<file path="src/rtl/slave_bus_arbiter_if.sv">
// slave_bus_arbiter_if: shared-slave-bus bundle between N frame FIFOs,
// the arbiter and the downstream word sink.
// Signals:
//   sl_arb_request  per-requester frame-pending flags (requesters -> arbiter)
//   sl_arb_grant    one-hot grant (arbiter -> requesters)
//   sl_addr         read address into the granted FIFO
//   sl_data         read data from the granted FIFO (combinational)
//   sl_tail         granted FIFO's frame end address (one past last word)
//   sl_latch_tail   one-cycle pulse releasing the served frame
//   out_data/out_valid/out_ready  downstream word handshake
//   out_src         index of the granted requester
//   abort           one-cycle pulse when a transfer is abandoned
//   frames_served   saturating count of completed frames
// Modports: master = arbiter side, slave = environment side.
interface slave_bus_arbiter_if #(
    parameter int NUM_REQ = 4,
    parameter int IDX_W   = 2
);
    logic [NUM_REQ-1:0] sl_arb_request;
    logic [NUM_REQ-1:0] sl_arb_grant;
    logic [8:0]         sl_addr;
    logic [8:0]         sl_data;
    logic [8:0]         sl_tail;
    logic               sl_latch_tail;
    logic [8:0]         out_data;
    logic               out_valid;
    logic               out_ready;
    logic [IDX_W-1:0]   out_src;
    logic               abort;
    logic [15:0]        frames_served;

    modport master (
        input  sl_arb_request,
        input  sl_data,
        input  sl_tail,
        input  out_ready,
        output sl_arb_grant,
        output sl_addr,
        output sl_latch_tail,
        output out_data,
        output out_valid,
        output out_src,
        output abort,
        output frames_served
    );

    modport slave (
        output sl_arb_request,
        output sl_data,
        output sl_tail,
        output out_ready,
        input  sl_arb_grant,
        input  sl_addr,
        input  sl_latch_tail,
        input  out_data,
        input  out_valid,
        input  out_src,
        input  abort,
        input  frames_served
    );
endinterface

</file>
<file path="src/rtl/slave_bus_arbiter.sv">
// slave_bus_arbiter: round-robin arbiter that drains one frame at a time
// from NUM_REQ ring-buffer FIFOs (512 words, 9-bit) onto a downstream port.
// Ports:
//   clk   clock
//   rst   asynchronous active-high reset
//   bus   slave_bus_arbiter_if.master (request/grant, FIFO read port,
//         downstream valid/ready, source index, abort, frame counter)
module slave_bus_arbiter #(
    parameter int NUM_REQ = 4,
    parameter int IDX_W   = 2
) (
    input  logic                 clk,
    input  logic                 rst,
    slave_bus_arbiter_if.master  bus
);

    typedef enum logic [1:0] {
        IDLE,
        GRANT,
        XFER,
        RELEASE
    } state_t;

    localparam logic [IDX_W:0] NREQ = (IDX_W+1)'(NUM_REQ);

    state_t           state;
    state_t           state_d;

    logic [8:0]       hd [NUM_REQ];
    logic [IDX_W-1:0] rr;
    logic [IDX_W-1:0] sel;
    logic [8:0]       tail_q;
    logic [8:0]       ptr;
    logic [15:0]      served;
    logic             abort_q;

    logic [IDX_W-1:0] pick;
    logic [IDX_W-1:0] cand;
    logic             found;
    logic [IDX_W-1:0] sel_inc;
    logic [8:0]       hd_sel;
    logic [8:0]       ptr_inc;
    logic             req_sel;
    logic             any_req;

    logic             ld_sel;
    logic             ld_frame;
    logic             adv;
    logic             release_en;
    logic             abort_en;

    // (a + b) mod NUM_REQ; both operands are already below NUM_REQ,
    // so one conditional subtract is enough.
    function automatic logic [IDX_W-1:0] wrap_add(
        input logic [IDX_W-1:0] a,
        input logic [IDX_W:0]   b
    );
        logic [IDX_W:0] s;
        s = {1'b0, a} + b;
        if (s >= NREQ)
            s = s - NREQ;
        return s[IDX_W-1:0];
    endfunction

    assign hd_sel  = hd[sel];
    assign ptr_inc = ptr + 9'd1;
    assign req_sel = bus.sl_arb_request[sel];
    assign any_req = |bus.sl_arb_request;
    assign sel_inc = wrap_add(sel, (IDX_W+1)'(1));

    // First pending request at or after rr, scanning upward with wrap.
    always_comb begin
        pick  = rr;
        cand  = rr;
        found = 1'b0;
        for (int k = 0; k < NUM_REQ; k++) begin
            cand = wrap_add(rr, (IDX_W+1)'(k));
            if (!found && bus.sl_arb_request[cand]) begin
                found = 1'b1;
                pick  = cand;
            end
        end
    end

    always_ff @(posedge clk or posedge rst) begin
        if (rst)
            state <= IDLE;
        else
            state <= state_d;
    end

    always_comb begin
        state_d    = state;
        ld_sel     = 1'b0;
        ld_frame   = 1'b0;
        adv        = 1'b0;
        release_en = 1'b0;
        abort_en   = 1'b0;
        unique case (state)
            IDLE: begin
                if (any_req) begin
                    ld_sel  = 1'b1;
                    state_d = GRANT;
                end
            end
            GRANT: begin
                if (!req_sel) begin
                    abort_en = 1'b1;
                    state_d  = IDLE;
                end else begin
                    ld_frame = 1'b1;
                    // tail == head means the requester posted an empty frame
                    if (bus.sl_tail == hd_sel)
                        state_d = RELEASE;
                    else
                        state_d = XFER;
                end
            end
            XFER: begin
                // a dropped request wins over a same-cycle accept
                if (!req_sel) begin
                    abort_en = 1'b1;
                    state_d  = IDLE;
                end else if (bus.out_ready) begin
                    adv = 1'b1;
                    if (ptr_inc == tail_q)
                        state_d = RELEASE;
                end
            end
            RELEASE: begin
                release_en = 1'b1;
                state_d    = IDLE;
            end
            default: state_d = IDLE;
        endcase
    end

    always_ff @(posedge clk or posedge rst) begin
        if (rst) begin
            rr      <= '0;
            sel     <= '0;
            tail_q  <= '0;
            ptr     <= '0;
            served  <= '0;
            abort_q <= 1'b0;
            for (int i = 0; i < NUM_REQ; i++)
                hd[i] <= '0;
        end else begin
            abort_q <= abort_en;
            if (ld_sel)
                sel <= pick;
            if (ld_frame) begin
                tail_q <= bus.sl_tail;
                ptr    <= hd_sel;
            end
            if (adv)
                ptr <= ptr_inc;
            if (release_en) begin
                hd[sel] <= tail_q;
                if (served != 16'hFFFF)
                    served <= served + 16'd1;
            end
            if (release_en || abort_en)
                rr <= sel_inc;
        end
    end

    // Grant and valid decode straight from the state register so an
    // asynchronous reset drops them without waiting for a clock edge.
    assign bus.sl_arb_grant  = (state != IDLE) ?
                               (NUM_REQ'(1) << sel) : '0;
    assign bus.sl_addr       = (state == XFER) ? ptr : hd_sel;
    assign bus.out_data      = bus.sl_data;
    assign bus.out_valid     = (state == XFER);
    assign bus.out_src       = sel;
    assign bus.sl_latch_tail = (state == RELEASE);
    assign bus.abort         = abort_q;
    assign bus.frames_served = served;

endmodule

</file>
<file path="src/flat_wrapper.sv">
// flat-port wrapper written by rule: the top's interface ports become plain ports
module slave_bus_arbiter_flat 
#(
    parameter int NUM_REQ = 4,
    parameter int IDX_W   = 2
)
  (clk, rst, bus_sl_arb_request, bus_sl_data, bus_sl_tail, bus_out_ready, bus_sl_arb_grant, bus_sl_addr, bus_sl_latch_tail, bus_out_data, bus_out_valid, bus_out_src, bus_abort, bus_frames_served);
  slave_bus_arbiter_if #(.NUM_REQ(NUM_REQ), .IDX_W(IDX_W)) bus_i ();
  input  logic clk;
  input  logic rst;
  input wire logic [$bits(bus_i.sl_arb_request)-1:0] bus_sl_arb_request;
  input wire logic [$bits(bus_i.sl_data)-1:0] bus_sl_data;
  input wire logic [$bits(bus_i.sl_tail)-1:0] bus_sl_tail;
  input wire logic [$bits(bus_i.out_ready)-1:0] bus_out_ready;
  output wire logic [$bits(bus_i.sl_arb_grant)-1:0] bus_sl_arb_grant;
  output wire logic [$bits(bus_i.sl_addr)-1:0] bus_sl_addr;
  output wire logic [$bits(bus_i.sl_latch_tail)-1:0] bus_sl_latch_tail;
  output wire logic [$bits(bus_i.out_data)-1:0] bus_out_data;
  output wire logic [$bits(bus_i.out_valid)-1:0] bus_out_valid;
  output wire logic [$bits(bus_i.out_src)-1:0] bus_out_src;
  output wire logic [$bits(bus_i.abort)-1:0] bus_abort;
  output wire logic [$bits(bus_i.frames_served)-1:0] bus_frames_served;
  assign bus_i.sl_arb_request = bus_sl_arb_request;
  assign bus_i.sl_data = bus_sl_data;
  assign bus_i.sl_tail = bus_sl_tail;
  assign bus_i.out_ready = bus_out_ready;
  assign bus_sl_arb_grant = bus_i.sl_arb_grant;
  assign bus_sl_addr = bus_i.sl_addr;
  assign bus_sl_latch_tail = bus_i.sl_latch_tail;
  assign bus_out_data = bus_i.out_data;
  assign bus_out_valid = bus_i.out_valid;
  assign bus_out_src = bus_i.out_src;
  assign bus_abort = bus_i.abort;
  assign bus_frames_served = bus_i.frames_served;
  slave_bus_arbiter #(.NUM_REQ(NUM_REQ), .IDX_W(IDX_W)) u_core (.clk(clk), .rst(rst), .bus(bus_i));
endmodule
</file>
<file path="config.mk">
export PLATFORM = sky130hd
export DESIGN_NAME = slave_bus_arbiter_flat
export DESIGN_NICKNAME = d
export VERILOG_FILES = /design/src/rtl/slave_bus_arbiter_if.sv /design/src/rtl/slave_bus_arbiter.sv /design/src/flat_wrapper.sv
export SDC_FILE = /design/constraint.sdc
export NUM_CORES = 1
export LEC_CHECK = 0
export ABC_AREA = 1
export CORE_MARGIN = 2
export CORE_UTILIZATION = 45
export CTS_CLUSTER_SIZE = 10
export DETAILED_ROUTE_END_ITERATION = 10
export PLACE_DENSITY_LB_ADDON = 0.05
export SLEW_MARGIN = 20
export SYNTH_ARGS = -nofsm -noshare
export SYNTH_HDL_FRONTEND = slang
export SYNTH_SLANG_ARGS = --single-unit
</file>
<file path="constraint.sdc">
create_clock -name clk -period 5.36 [get_ports clk]
set_input_delay 1.072 -clock clk [delete_from_list [all_inputs] [get_ports clk]]
set_output_delay 1.072 -clock clk [all_outputs]
set_load 0.05 [all_outputs]
</file>
==> results of run 1 <==
[path summary, 6_finish.rpt]
| check | startpoint | end | slack [ps] | cells after the start |
|---|---|---|---|---|
| worst max register to register | u_core.bus.out_src[0]$_DFFE_PP0P_ | u_core.ptr[8]$_DFFE_PP0P_ | 2510 | 8 |
| worst min-delay path | u_core.hd[28]$_DFFE_PP0P_ | u_core.hd[28]$_DFFE_PP0P_ | 490 | 2 |
| worst max-delay path | u_core.bus.out_src[0]$_DFFE_PP0P_ | bus_sl_addr[0] | 1410 | 8 |
| max in group asynchronous | rst | u_core.rr[0]$_DFFE_PP0P_ | 3270 | 3 |
| worst min register to register | u_core.hd[28]$_DFFE_PP0P_ | u_core.hd[28]$_DFFE_PP0P_ | 490 | 2 |
| min in group asynchronous | rst | u_core.hd[21]$_DFFE_PP0P_ | 1200 | 2 |
[layer usage]
layer  GRT usage (%)  up-vias  share of wire [%]
li1                -     2019                  -
met1            31.1     1848                 49
met2            32.4       92                 45
met3            2.62       16                4.5
met4            6.76        0                1.3
met5               0        -                  0
[power by group]
part           switching [mW]  total [mW]  leakage (nW)  internal [mW]
combinational            1.17        1.73          1.35          0.567
clock                   0.230       0.447        0.0960          0.217
sequential              0.226        1.03          1.01          0.801
total                    1.62        3.21          2.45           1.58
[cells in the mapped netlist]
cell type,n
o21bai_2,1
nor2_1,28
nor2_8,1
o311ai_1,2
nand3_1,51
buf_4,15
nor2_4,2
nor4_1,1
buf_12,1
o21ai_1,6
nand3b_1,5
o21ai_0,65
nand2_2,5
nor3_1,5
mux2_4,2
inv_2,2
inv_1,55
nor2_2,2
dfrtp_1,77
buf_6,4
xor2_1,13
ha_1,10
and2_1,1
xnor2_1,5
nand3_2,4
nand4_1,8
a21oi_1,6
or2_2,1
o221ai_1,1
clkbuf_1,9
o211ai_1,2
o311ai_0,4
buf_2,1
nand2_1,213
[placed cells by master (no fill, tap or decap), drive strengths merged, types with 9 or more instances in the layout]
master	synthesis	routed
nand2	218	218
o21ai	71	71
nand3	55	55
ha	10	10
nor2	33	33
clkdlybuf4s50	0	49
dfrtp	77	77
xor2	13	13
clkbuf	9	9
inv	57	58
[worst max-delay path, stage by stage (launching register included)]
cell and delay [ps]:
dfrtp_1 670, inv_2 430, nand2_1 130, nand2_1 80, nand2_1 50, nand2_1 150
nor2_1 60, a21oi_1 150, clkdlybuf4s50_1 820
[sequential cells by signal, summed over array words and instances (netlist names)]
name	flops
u_core.tail_q	9
u_core.hd	36
u_core.rr	2
u_core.bus.abort	1
u_core.bus.frames_served	16
u_core.state	2
u_core.ptr	9
u_core.bus.out_src	2
[metrics by stage]
stage | cell area [um^2] | total power [mW] | instances | setup WS, ps | util (%)
final | 5210 | 3.21 | 777 | 1410 | 53.0
after global routing | 5210 | 3.48 | 777 | 1140 | 53.0
after CTS | 5200 | 3.23 | 777 | 1400 | 53.0
after detailed placement | 5010 | 2.77 | 761 | 1800 | 51.0
after global placement | 5010 | 2.74 | 761 | 1890 | 51.0
after floorplan | 4560 | 2.34 | 608 | 1890 | -
[kinds of logic after synthesis]
family,after synthesis
simple gates,327
compound gates,87
buf+inv,87
flops,77
xor+xnor,18
fa+ha+maj,10
mux,2
[layout make-up]
cell class,instances,area share (%)
multi-input combinational,444,42.3
sequential,77,37.0
timing repair buffer,50,9.57
inverter,57,4.13
tap,133,3.20
clock buffer,9,2.38
clock inverter,7,1.39
==> results.sh, run 1 <==
export IMPL_antenna_cells=0
export IMPL_rows=36
export IMPL_yosys_register_bits=77
export IMPL_avgSynthCellArea_um2=7.50
export IMPL_routed_via_density=5.12
export IMPL_area_growth_pct=14.2
export IMPL_grt_remaining_overflow=0
export IMPL_synth_top_family_by_area="simple AND/OR/NAND/NOR gates"
export IMPL_fin_setup_tns_ps=0
export IMPL_initial_core_util_pct=46.4
export IMPL_synth_compound_area_share_pct=10.4
export IMPL_first_pass_iters=4
export IMPL_syn_area_mm2=0.00456
export IMPL_grt_pass1_wl_mm=18.5
export IMPL_postCtsHoldBufs=0
export IMPL_clkTransAtPathRegs_ps=90
export IMPL_power_density_mw_per_mm2=616
export IMPL_ctsLongestPathBuffers=2
export IMPL_period_minus_slack_ps=3950
export IMPL_fmax_mhz=253
export IMPL_yosysSeqAreaShare_pct=42.2
export IMPL_clock_sinks=77
export IMPL_synth_xor_xnor_area_share_pct=3.46
export IMPL_dieHeight_um=105
export IMPL_coreArea_mm2=0.00982
export IMPL_outcome="finished clean"
export IMPL_post_cts_setup_buffers=0
export IMPL_yosys_area_top_type_share_pct=42.2
export IMPL_fin_skew_ps=13.4
export IMPL_io_buffers=49
export IMPL_cts_buffers=9
export IMPL_synth_adder_area_share_pct=2.74
export IMPL_path_class="reg -> out"
export IMPL_insertion_delay_ps=360
export IMPL_synthMuxAreaShare_pct=0.658
export IMPL_num_io_pins=68
export IMPL_layout_nets=674
export IMPL_setup_violations=0
export IMPL_drv_slew=0
export IMPL_dieArea_mm2=0.0110
export IMPL_antenna_found_initial=0
export IMPL_hold_violations=0
export IMPL_period_share_pct=73.7
export IMPL_grt_max_degree=52
export IMPL_synth_distinct_cells=34
export IMPL_htreeDepth=3
export IMPL_wl_per_cell_um=14.2
export IMPL_critPathRequiredTime_ps=4290
export IMPL_fill_cells=1019
export IMPL_globalRouteTotalUtil_pct=21.1
export IMPL_p_leak_nw=2.45
export IMPL_synth_simple_area_share_pct=31.1
export IMPL_synth_area_top_cells="dfrtp_1, nand2_1, o21ai_0"
export IMPL_crit_arrival_ps=2880
export IMPL_slew_headroom_pct=39.4
export IMPL_rsz0062_at_grt="no"
export IMPL_drt_iter0_markers=254
export IMPL_crit_path_end_kind="primary output"
export IMPL_synth_warnings=0
export IMPL_cp_max_fo=25
export IMPL_die_w_um=105
export IMPL_synth_top_cell_by_area="dfrtp_1"
export IMPL_seq_area_mm2=0.00193
export IMPL_ant_nets=0
export IMPL_drive_above_1_share_pct=5.90
export IMPL_start_kind="register"
export IMPL_num_vias=3975
export IMPL_post_cts_resized=0
export IMPL_cap_violations=0
export IMPL_postSynthCellCount=608
export IMPL_hold_slack_ps=495
export IMPL_ir_drop_mv=0.260
export IMPL_synth_fp_nets=643
export IMPL_min_path_type="reg -> reg"
export IMPL_finalWirelength_mm=11.0
export IMPL_multi_input_area_mm2=0.00220
export IMPL_tightest_slew_ps=908
export IMPL_drc=0
export IMPL_grt_pass1_vias=3675
export IMPL_cts_tree="yes"
export IMPL_detailed_place_hpwl_mm=8.22
export IMPL_gp_congestion=0.879
export IMPL_cts_root_buf="clkbuf_8"
(Power assumes the default switching activity.)
==> run 2: changes to the inputs <==
clock period = 3.98 ns   (was 5.36 ns; I/O delays follow)
==> run 2 against run 1 <==
  * Global-route usage fell by 0.42 points
  * Combinational power up 42%
  * Via count barely moved
  * Register-to-register slack got worse by 820 ps
  * Setup slack lost 740 ps
  * Sequential share of layout area shrank 0.20 points
  * Die area did not move
  * Final cell count grew 0.26%
  * Clock power rose by 34%
  * Cell area grew 0.55%
  * First-iteration DRC count down 20%
  * Total power is 36% higher
  * Largest power group unchanged
==> results.sh, run 2 (synthesized netlist as in run 1, its figures left out) <==
export IMPL_clock_sinks=77
export IMPL_outcome="finished clean"
export IMPL_grt_pass1_vias=3677
export IMPL_slew_headroom_pct=47.4
export IMPL_post_cts_setup_buffers=0
export IMPL_postCtsHoldBufs=0
export IMPL_p_leak_nw=2.46
export IMPL_path_class="reg -> out"
export IMPL_clkPwrFrac_pct=13.7
export IMPL_start_kind="register"
export IMPL_rsz0062_at_grt="no"
export IMPL_drv_slew=0
export IMPL_routed_via_density=5.11
export IMPL_clkTransAtPathRegs_ps=90
export IMPL_critPathRequiredTime_ps=3180
export IMPL_layout_nets=676
export IMPL_period_minus_slack_ps=3310
export IMPL_cp_max_fo=20
export IMPL_ir_drop_mv=0.426
export IMPL_htreeDepth=3
export IMPL_grt_max_degree=45
export IMPL_hold_violations=0
export IMPL_layout_commonest_cell="nand2_1"
export IMPL_post_cts_resized=0
export IMPL_antenna_found_initial=0
export IMPL_power_frac_seq_pct=30.1
export IMPL_drc=0
export IMPL_crit_arrival_ps=2510
export IMPL_top_register="u_core.hd"
export IMPL_ant_nets=0
export IMPL_grt_remaining_overflow=0
export IMPL_crit_path_end_kind="primary output"
export IMPL_die_w_um=105
export IMPL_initial_core_util_pct=46.4
export IMPL_num_io_pins=68
export IMPL_power_switching_mw=2.20
export IMPL_power_density_mw_per_mm2=831
export IMPL_dieHeight_um=105
export IMPL_switching_share_pct=50.6
export IMPL_ctsLongestPathBuffers=2
export IMPL_instances_no_fill=779
export IMPL_detailed_place_hpwl_mm=8.03
export IMPL_fin_setup_tns_ps=0
export IMPL_dieArea_mm2=0.0110
export IMPL_area_growth_pct=14.8
export IMPL_final_cell_mix="nand2_1, dfrtp_1, o21ai_0, inv_1, nand3_1"
export IMPL_grt_pass1_wl_mm=18.3
export IMPL_largest_reg_flops=36
export IMPL_cap_violations=0
export IMPL_first_pass_iters=5
export IMPL_tightest_slew_ps=787
export IMPL_finalWirelength_mm=10.9
export IMPL_drive_above_1_share_pct=6.04
export IMPL_period_share_pct=83.2
export IMPL_power_internal_mw=2.15
export IMPL_fin_skew_ps=16.5
export IMPL_rows=36
export IMPL_fill_cells=1004
export IMPL_setup_violations=0
export IMPL_cts_buffers=9
export IMPL_power_mw=4.35
export IMPL_combPwrFrac_pct=56.2
export IMPL_drt_iter0_markers=202
export IMPL_io_buffers=49
export IMPL_placed_cells=763
export IMPL_cts_root_buf="clkbuf_8"
export IMPL_fmax_mhz=302
export IMPL_cts_tree="yes"
export IMPL_num_vias=3978
export IMPL_antenna_cells=0
export IMPL_min_path_type="reg -> reg"
export IMPL_wl_per_cell_um=14.0
export IMPL_gp_congestion=0.881
export IMPL_globalRouteTotalUtil_pct=20.7
export IMPL_insertion_delay_ps=350
export IMPL_coreArea_mm2=0.00982
==> run 2: final timing paths <==
check / from / endpoint / slack (ps) / cells after the start
min: u_core.hd[15]$_DFFE_PP0P_ / u_core.hd[15]$_DFFE_PP0P_ / 490 / 2
max: u_core.state[0]$_DFFE_PP0P_ / bus_sl_addr[0] / 670 / 5
min in group asynchronous: rst / u_core.hd[6]$_DFFE_PP0P_ / 900 / 2
min reg2reg: u_core.hd[15]$_DFFE_PP0P_ / u_core.hd[15]$_DFFE_PP0P_ / 490 / 2
max in group asynchronous: rst / u_core.bus.frames_served[15]$_DFFE_PP0P_ / 2350 / 3
max reg2reg: u_core.bus.out_src[0]$_DFFE_PP0P_ / u_core.ptr[6]$_DFFE_PP0P_ / 1690 / 8
==> run 2: power groups by stage <==
stage               combinational (mW)  sequential (mW)  clock [mW]
finish                            2.45             1.31       0.598
global route                      2.71             1.35       0.649
CTS                               2.46             1.30       0.611
detailed placement                2.45             1.32           0
global placement                  2.41             1.31           0
floorplan                         1.77             1.38           0
==> run 2: metrics by stage <==
step           instance area [um^2]  hold WS [ps]  setup WS (ps)  util (%)
2_1_floorplan                  4560           453            784         -
5_1_grt                        5240           513            453      53.3
6_report                       5240           490            670      53.3
4_1_cts                        5240           492            659      53.3
3_5_place_dp                   5040           473           1040      51.3
3_3_place_gp                   5040           466           1070      51.3
==> run 2: routing by layer <==
layer	GRT usage, %	part of all wire (%)	routed length [um]	up-vias
met2	32.8	46	5000	85
met1	29.4	49	5360	1865
met3	2.99	4.0	438	15
li1	-	-	-	2013
met4	6.67	1.3	141	0
met5	0	0	0	-
==> run 2: worst max-delay path, stage by stage (launching register included) <==
cell and delay [ps]:
dfrtp_1 420, inv_1 110, ha_1 570, nor2_1 100, a21oi_1 130, clkdlybuf4s50_1 820
==> run 2: layout make-up <==
class	count	area, um^2	share of cell area (%)
inverter	57	214	4.09
clock buffer	10	128	2.44
multi-input combinational	444	2200	42.1
clock inverter	6	71.3	1.36
tap	133	166	3.18
timing repair buffer	52	526	10.0
sequential	77	1930	36.8
==> run 3: changes to the inputs <==
clock period = 2.8 ns   (was 3.98 ns; I/O delays follow)
==> run 3 against run 2 <==
  * Register-to-register slack got worse by 930 ps
  * Hold slack improved by 0.81 ps
  * Total power rose by 49%
  * Cell area rose by 2.2%
  * Die area did not move
  * Final cell count rose by 0.51%
  * Highest routed layer unchanged
==> results.sh, run 3 (synthesized netlist as in run 1, its figures left out) <==
export IMPL_cap_violations=0
export IMPL_ctsLongestPathBuffers=2
export IMPL_wl_per_cell_um=13.9
export IMPL_num_io_pins=68
export IMPL_slew_headroom_pct=60.1
export IMPL_dieArea_mm2=0.0110
export IMPL_fin_setup_tns_ps=0
export IMPL_power_density_mw_per_mm2=1210
export IMPL_dieHeight_um=105
export IMPL_cts_root_buf="clkbuf_8"
export IMPL_start_kind="register"
export IMPL_hold_violations=0
export IMPL_drv_slew=0
export IMPL_drc=0
export IMPL_cts_tree="yes"
export IMPL_antenna_found_initial=0
export IMPL_initial_core_util_pct=46.4
export IMPL_drive_above_1_share_pct=8.92
export IMPL_die_w_um=105
export IMPL_tightest_slew_ps=597
export IMPL_grt_pass1_vias=3631
export IMPL_cts_buffers=9
export IMPL_switching_share_pct=49.8
export IMPL_timing_rr_end="u_core.bus.frames_served[6]$_DFFE_PP0P_"
export IMPL_cp_cell_sequence="ha_1 -> clkdlybuf4s50_1"
export IMPL_layout_nets=680
export IMPL_first_pass_iters=5
export IMPL_min_path_cells=2
export IMPL_min_to="u_core.hd[9]$_DFFE_PP0P_"
export IMPL_setup_violations=0
export IMPL_min_from="u_core.hd[9]$_DFFE_PP0P_"
export IMPL_clock_sinks=77
export IMPL_path_class="reg -> out"
export IMPL_area_growth_pct=17.3
export IMPL_power_mw=6.47
export IMPL_crit_path_end_kind="primary output"
export IMPL_grt_remaining_overflow=0
export IMPL_finalWirelength_mm=10.9
export IMPL_htreeDepth=3
export IMPL_power_switching_mw=3.22
export IMPL_power_internal_mw=3.25
export IMPL_drt_iter0_markers=232
export IMPL_cp_slowest_cell="clkdlybuf4s50_1"
export IMPL_combPwrFrac_pct=59.1
export IMPL_coreArea_mm2=0.00982
export IMPL_layout_commonest_cell="nand2_1"
export IMPL_final_cell_mix="nand2_1, dfrtp_1, o21ai_0, inv_1, nand3_1"
export IMPL_post_cts_setup_buffers=0
export IMPL_outcome="finished clean"
export IMPL_rows=36
export IMPL_grt_pass1_wl_mm=18.3
export IMPL_crit_arrival_ps=1990
export IMPL_placed_cells=767
export IMPL_gp_congestion=0.890
export IMPL_num_vias=4014
export IMPL_ir_drop_mv=0.621
export IMPL_detailed_place_hpwl_mm=8.15
export IMPL_power_frac_seq_pct=28.8
export IMPL_worst_r2r_setup_slack_ps=760
export IMPL_routed_via_density=5.13
export IMPL_globalRouteTotalUtil_pct=20.9
export IMPL_io_buffers=49
export IMPL_clkTransAtPathRegs_ps=90
export IMPL_grt_max_degree=33
export IMPL_rsz0062_at_grt="no"
export IMPL_period_minus_slack_ps=2550
export IMPL_cp_max_fo=8
export IMPL_critPathRequiredTime_ps=2240
export IMPL_min_path_type="reg -> reg"
export IMPL_top_register="u_core.hd"
export IMPL_fin_skew_ps=14.3
export IMPL_fmax_mhz=392
export IMPL_instances_no_fill=783
export IMPL_largest_reg_flops=36
export IMPL_post_cts_resized=0
export IMPL_max_stage_delay_ps=870
export IMPL_antenna_cells=0
export IMPL_p_leak_nw=2.53
export IMPL_r2r_start="u_core.state[1]$_DFFE_PP0P_"
export IMPL_clkPwrFrac_pct=12.2
export IMPL_postCtsHoldBufs=0
export IMPL_reg2reg_depth=7
export IMPL_ant_nets=0
export IMPL_period_share_pct=91.0
export IMPL_insertion_delay_ps=360
## run 3: routing by layer
layer  vias up  GRT usage [%]  part of all wire, %
li1       2027              -                    -
met1      1880           30.7                   49
met2        90           31.8                   44
met3        17           3.06                  4.7
met4         0           6.57                  1.7
met5         -              0                    0
## run 3: area by class of cell
cell class	instances	area (um^2)
clock buffers	9	124
clock inverters	7	56.3
fillers	979	4470
inverters	57	214
multi-input cells	444	2200
flip-flops and latches	77	1930
well taps	133	166
repair buffers	56	658
## run 3: worst max-delay path, delay by kind of cell, from the launching register on
family / cells / cell delay [ps]
fa+ha+maj: 1 / 350
buf+inv: 1 / 870
flops: 1 / 420
## run 3: stage by stage
step	setup WS (ps)	hold slack (ps)	cell area (um^2)	utilization, %
2_1_floorplan	112	453	4560	-
3_3_place_gp	502	466	5170	52.6
3_5_place_dp	458	473	5170	52.6
4_1_cts	233	494	5350	54.5
5_1_grt	140	509	5350	54.5
6_report	251	491	5350	54.5
## run 3: how the worst max path moves through the flow
stage / endpoint / start / cells past startpoint
final: bus_sl_latch_tail / u_core.state[1]$_DFFE_PP0P_ / 2
after global routing: bus_sl_addr[0] / u_core.bus.out_src[0]$_DFFE_PP0P_ / 8
after CTS: bus_sl_latch_tail / u_core.state[1]$_DFFE_PP0P_ / 2
after detailed placement: u_core.ptr[8]$_DFFE_PP0P_ / bus_sl_arb_request[3] / 9
after global placement: u_core.ptr[8]$_DFFE_PP0P_ / bus_sl_arb_request[3] / 9
after floorplan: bus_sl_addr[1] / u_core.state[0]$_DFFE_PP0P_ / 6
## run 3: power by group through the flow
stage | logic (mW) | registers [mW] | clock network, mW
after floorplan | 2.54 | 1.96 | 0
after global placement | 3.79 | 1.87 | 0
after detailed placement | 3.84 | 1.87 | 0
after CTS | 3.85 | 1.86 | 0.808
after global routing | 4.24 | 1.92 | 0.850
final | 3.83 | 1.86 | 0.787
